### src/rtl/sb_tx_scheduler.sv
// -----------------------------------------------------------------------------
// sb_tx_scheduler
//
// Purpose:
//   Shares the single sideband transmit channel between three requesters:
//   the LT transaction generator, the AT response generator and the AT command
//   generator. It grants one requester at a time, holds the grant until the
//   serializer reports end of transaction, and forces an idle gap between
//   transactions. It also tracks the single outstanding AT command, times out
//   a missing response, and drives a bounded retry sequence.
//
// Ports:
//   sb_clk          in   sideband clock
//   rst             in   asynchronous active-low reset
//   enable          in   link connected; low aborts everything on the next edge
//   lt_req          in   LT generator requests the channel
//   at_rsp_req      in   AT response generator requests the channel
//   at_cmd_req      in   AT command generator requests the channel
//   tx_done         in   serializer pulse: last symbol of the transaction sent
//   at_rsp_rcvd     in   pulse: valid AT response received
//   lt_gnt          out  grant to the LT generator
//   at_rsp_gnt      out  grant to the AT response generator
//   at_cmd_gnt      out  grant to the AT command generator
//   gnt_id          out  0 none, 1 LT, 2 AT response, 3 AT command
//   busy            out  high while in GRANT or GAP
//   cmd_outstanding out  AT command sent, response pending
//   cmd_retry       out  pulse: requester must resend the AT command
//   cmd_timeout_err out  pulse: retries exhausted
//
// All outputs are registered.
// -----------------------------------------------------------------------------
module sb_tx_scheduler #(
    parameter int unsigned GAP_CYCLES  = 2,
    parameter int unsigned RSP_TIMEOUT = 1000,
    parameter int unsigned MAX_RETRY   = 3,
    parameter int unsigned TO_W        = 10
) (
    input  logic       sb_clk,
    input  logic       rst,
    input  logic       enable,
    input  logic       lt_req,
    input  logic       at_rsp_req,
    input  logic       at_cmd_req,
    input  logic       tx_done,
    input  logic       at_rsp_rcvd,
    output logic       lt_gnt,
    output logic       at_rsp_gnt,
    output logic       at_cmd_gnt,
    output logic [1:0] gnt_id,
    output logic       busy,
    output logic       cmd_outstanding,
    output logic       cmd_retry,
    output logic       cmd_timeout_err
);

    // Gap counter runs 0..GAP_CYCLES-1; keep at least one bit.
    localparam int unsigned GAP_W   = (GAP_CYCLES > 1) ? $clog2(GAP_CYCLES) : 1;
    // Retry counter must hold the value MAX_RETRY itself.
    localparam int unsigned RETRY_W = (MAX_RETRY > 0) ? $clog2(MAX_RETRY + 1) : 1;

    localparam logic [GAP_W-1:0]   GAP_LAST   = GAP_W'(GAP_CYCLES - 1);
    localparam logic [TO_W-1:0]    TO_LAST    = TO_W'(RSP_TIMEOUT - 1);
    localparam logic [RETRY_W-1:0] RETRY_LIM  = RETRY_W'(MAX_RETRY);

    localparam logic [1:0] GNT_NONE = 2'd0;
    localparam logic [1:0] GNT_LT   = 2'd1;
    localparam logic [1:0] GNT_RSP  = 2'd2;
    localparam logic [1:0] GNT_CMD  = 2'd3;

    typedef enum logic [1:0] {
        ST_IDLE  = 2'd0,
        ST_GRANT = 2'd1,
        ST_GAP   = 2'd2
    } state_t;

    state_t             state;
    logic [GAP_W-1:0]   gap_cnt;
    logic [TO_W-1:0]    rsp_timer;
    logic [RETRY_W-1:0] retry_cnt;

    // The command's own tx_done opens the response window.
    logic cmd_sent_c;
    assign cmd_sent_c = (state == ST_GRANT) && tx_done && (gnt_id == GNT_CMD);

    // Arbiter FSM plus response tracking; enable low behaves like a
    // synchronous reset that also swallows any pending timeout pulse.
    always_ff @(posedge sb_clk or negedge rst) begin
        if (!rst) begin
            state           <= ST_IDLE;
            gap_cnt         <= '0;
            rsp_timer       <= '0;
            retry_cnt       <= '0;
            lt_gnt          <= 1'b0;
            at_rsp_gnt      <= 1'b0;
            at_cmd_gnt      <= 1'b0;
            gnt_id          <= GNT_NONE;
            busy            <= 1'b0;
            cmd_outstanding <= 1'b0;
            cmd_retry       <= 1'b0;
            cmd_timeout_err <= 1'b0;
        end else if (!enable) begin
            state           <= ST_IDLE;
            gap_cnt         <= '0;
            rsp_timer       <= '0;
            retry_cnt       <= '0;
            lt_gnt          <= 1'b0;
            at_rsp_gnt      <= 1'b0;
            at_cmd_gnt      <= 1'b0;
            gnt_id          <= GNT_NONE;
            busy            <= 1'b0;
            cmd_outstanding <= 1'b0;
            cmd_retry       <= 1'b0;
            cmd_timeout_err <= 1'b0;
        end else begin
            // Pulses default low every cycle.
            cmd_retry       <= 1'b0;
            cmd_timeout_err <= 1'b0;

            case (state)
                ST_IDLE: begin
                    // Fixed priority LT > AT response > AT command; a new
                    // command waits until the previous one is resolved.
                    if (lt_req) begin
                        lt_gnt <= 1'b1;
                        gnt_id <= GNT_LT;
                        busy   <= 1'b1;
                        state  <= ST_GRANT;
                    end else if (at_rsp_req) begin
                        at_rsp_gnt <= 1'b1;
                        gnt_id     <= GNT_RSP;
                        busy       <= 1'b1;
                        state      <= ST_GRANT;
                    end else if (at_cmd_req && !cmd_outstanding) begin
                        at_cmd_gnt <= 1'b1;
                        gnt_id     <= GNT_CMD;
                        busy       <= 1'b1;
                        state      <= ST_GRANT;
                    end
                end

                ST_GRANT: begin
                    // Grant is held regardless of the request level.
                    if (tx_done) begin
                        lt_gnt     <= 1'b0;
                        at_rsp_gnt <= 1'b0;
                        at_cmd_gnt <= 1'b0;
                        gnt_id     <= GNT_NONE;
                        gap_cnt    <= '0;
                        state      <= ST_GAP;
                    end
                end

                ST_GAP: begin
                    if (gap_cnt == GAP_LAST) begin
                        busy  <= 1'b0;
                        state <= ST_IDLE;
                    end else begin
                        gap_cnt <= gap_cnt + GAP_W'(1);
                    end
                end

                default: begin
                    state <= ST_IDLE;
                end
            endcase

            // Response window: a received response always beats a timeout
            // landing in the same cycle.
            if (cmd_sent_c) begin
                cmd_outstanding <= 1'b1;
                rsp_timer       <= '0;
            end else if (cmd_outstanding) begin
                if (at_rsp_rcvd) begin
                    cmd_outstanding <= 1'b0;
                    rsp_timer       <= '0;
                    retry_cnt       <= '0;
                end else if (rsp_timer == TO_LAST) begin
                    cmd_outstanding <= 1'b0;
                    rsp_timer       <= '0;
                    if (retry_cnt < RETRY_LIM) begin
                        cmd_retry <= 1'b1;
                        retry_cnt <= retry_cnt + RETRY_W'(1);
                    end else begin
                        cmd_timeout_err <= 1'b1;
                        retry_cnt       <= '0;
                    end
                end else begin
                    rsp_timer <= rsp_timer + TO_W'(1);
                end
            end
        end
    end

endmodule

### config.mk
export PLATFORM = sky130hd
export DESIGN_NAME = sb_tx_scheduler
export DESIGN_NICKNAME = d
export VERILOG_FILES = /design/src/rtl/sb_tx_scheduler.sv
export SDC_FILE = /design/constraint.sdc
export NUM_CORES = 1
export LEC_CHECK = 0
export CAP_MARGIN = 10
export CELL_PAD_IN_SITES_DETAIL_PLACEMENT = 0
export CELL_PAD_IN_SITES_GLOBAL_PLACEMENT = 1
export CORE_ASPECT_RATIO = 1.4
export CORE_MARGIN = 1
export CORE_UTILIZATION = 41
export DETAILED_ROUTE_END_ITERATION = 6
export GPL_TIMING_DRIVEN = 0
export PLACE_DENSITY_LB_ADDON = 0.1
export SLEW_MARGIN = 10
export SYNTH_ARGS = -nofsm -noshare
export SYNTH_HDL_FRONTEND = slang
export SYNTH_SLANG_ARGS = --single-unit
### constraint.sdc
create_clock -name sb_clk -period 2 [get_ports sb_clk]
set_input_delay 0.6 -clock sb_clk [delete_from_list [all_inputs] [get_ports sb_clk]]
set_output_delay 0.6 -clock sb_clk [all_outputs]
set_load 0.02 [all_outputs]
==> metrics.yaml <==
drt_wl_total_mm: 2.97
num_antenna_cells: 0
peakVddDrop_mv: 0.404
initialDrtViolationCount: 26
rows: 23
antenna_found_initial: 0
wl_met3_um: 92
netlist_area_sq_mm: 0.00129
p_sw_uw: 252
cp.required_ns: 2.19
ys_warn_count: 0
io_buffers: 15
ys_types: 43
areaGrowthSynthToFinish_pct: 24.3
internal-power_uw: 741
grt_pass1_wl_mm: 4.94
die_w_um: 49.4
crit_end: "retry_cnt[1]"
grt_overflow: 0
synth_seq_cells: 24
cts_tree: "done"
num_vias: 1154
synthesis.nets: 145
yosysTopAreaCellShare_pct: 46.5
nFillCells: 275
drv_slew: 0
clock_latency_ns: 0.26
pre_cts_slack_ns: -0.528
clockRootBuffer: "clkbuf_8"
comb_power_share_pct: 14.8
m1WireLength_mm: 1.22
timing.final.ws_setup_ns: 0.114
fin_crit_sh_pct: 94.3
synthCells: 135
fin_util_pct: 54.7
async_flop_share_pct: 100
place_inst: 187
finalHoldViolCount: 0
crit-reg2reg-launch: "rsp_timer[0]"
hold_path.class: "in2async"
fmax_ghz: 0.530
top_level_ports: 17
grt_usage_pct: 19.3
ys_seq_area_share_pct: 46.5
crit_start: "rsp_timer[0]"
fin_skew_ns: 0.00342
synth_top_area_cell: "dfrtp_1"
drc: 0
detail-route-antenna-nets: 0
via_per_inst: 5.89
gp_congestion: 0.733
tightest_slew_ns: 0.549
cts_made_buffers: 3
drt_pass1_iterations: 4
synth_edf_count: 0
die_y_um: 68.4
synth-main-ff-cell: "dfrtp_1"
cp_max_fo: 5
drv_cap: 0
holdBufCountCts: 0
grt_max_degree: 25
grt_pass1_vias: 1120
critPathArrivalTime_ns: 2.07
final_nets: 170
powerDensity_mw_per_mm2: 619
seq_power_share_pct: 52.4
rr_endpoint: "retry_cnt[1]"
start_util_pct: 44.0
avgSynthCellArea_sq_um: 9.56
synthTopCellsByArea: "dfrtp_1 (47%), o21ai_0 (4.7%), a21oi_1 (4.3%)"
fin_setup_tns_ns: 0
cts_buffer_depth: 2
p_leak_uw: 0.000696
h-tree-depth: 1
start_kind: "flop"
final.min_clock_period_ns: 1.89
grt_setup_unrepaired: "false"
swShare_pct: 25.4
fin_cells: 196
highest_layer: "met4"
critPathKind: "reg2reg"
crit_path_end_kind: "flop"
path_clk_slew_ns: 0.08
maxSlewHeadroom_pct: 63.2
status: "finished clean"
avgRoutedWirePerCell_um: 15.1
die-area_sq_mm: 0.00338
r2r_cells: 5
drive_above_1_share_pct: 14.5
final_common_cell: "dfrtp_1"
cts_sinks: 24
worst-r2r-setup-slack_ns: 0.11
dr_wl_met2_mm: 1.61
dp_hpwl_mm: 2.12
final_cell_mix: "dfrtp_1 (24), a21oi_1 (11), o21ai_0 (11)"
coreArea_sq_mm: 0.00294
clkPwrFrac_pct: 32.8
finalSetupViolations: 0
==> cell type report <==
cell class	instances	area (sq um)	area share [%]
buffer	3	23.8	1.48
multi-input combinational	100	664	41.4
sequential	24	601	37.4
clock buffer	4	55.1	3.43
inverter	8	30.0	1.87
tap	37	46.3	2.88
timing repair buffer	20	185	11.5
==> state kept, by name, indices dropped and copies added, names as in the netlist <==
register,flops
cmd_outstanding,1
cmd_retry,1
rsp_timer,10
retry_cnt,2
state,2
at_rsp_gnt,1
lt_gnt,1
at_cmd_gnt,1
gap_cnt,1
busy,1
gnt_id,2
cmd_timeout_err,1
==> how the worst min path moves through the flow <==
stage | to | slack [ns]
finish | cmd_retry | 0.31
detailed placement | gap_cnt | 0.49
global placement | gap_cnt | 0.48
floorplan | at_cmd_gnt | 0.30
CTS | gap_cnt | 0.51
global route | cmd_timeout_err | 0.36
==> metal layers <==
layer  vias to the layer above  global-route usage, %
li1                        559                      -
met1                       562                   21.1
met2                        27                   37.0
met3                         6                   2.44
met4                         0                   9.29
met5                         -                      0
==> logic make-up after synthesis <==
group	Yosys count	synth area share [%]
simple gates	54	24.7
compound gates	42	21.3
flops	24	46.5
buf+inv	11	3.97
fa+ha+maj	2	1.94
xor+xnor	1	0.678
mux	1	0.872
==> synth_stat cells, drive strengths merged, types with 3 or more instances <==
library cell and n:
nor3 4, or3 6, dfrtp 24, nand3 7
o21ai 12, nand2 9, nor3b 3, nand2b 3
a21oi 11, nor2b 3, o31ai 3, nor2 6
a31oi 4, inv 8, buf 3
==> timing repair <==
action | 4_1_cts | 5_1_grt
resized for setup | 7 | 3
pin swaps | 1 | 3
endpoints found under the setup margin | 12 | 3
buffers inserted | 2 | 3
==> per-stage QoR <==
| step | power (uW) | hold slack, ns | area (sq um) |
|---|---|---|---|
| floorplan | 603 | 0.304 | 1290 |
| global placement | 672 | 0.484 | 1490 |
| detailed placement | 673 | 0.492 | 1490 |
| CTS | 1010 | 0.512 | 1570 |
| global route | 1030 | 0.360 | 1610 |
| finish | 993 | 0.309 | 1610 |
==> power by group through the flow <==
stage,logic (uW),registers (uW),clock network (uW)
after floorplan,61.0,542,0
after global placement,144,528,0
after detailed placement,145,528,0
after CTS,150,520,338
after global routing,162,523,350
final,147,520,326
==> critical path, cell delays in order (launching register included) <==
cell	delay [ns]
dfrtp_1	0.41
ha_4	0.18
nand4b_1	0.14
or3_4	0.42
or4b_1	0.51
a31oi_1	0.15
No activity file was read; power rests on OpenSTA's default activity.
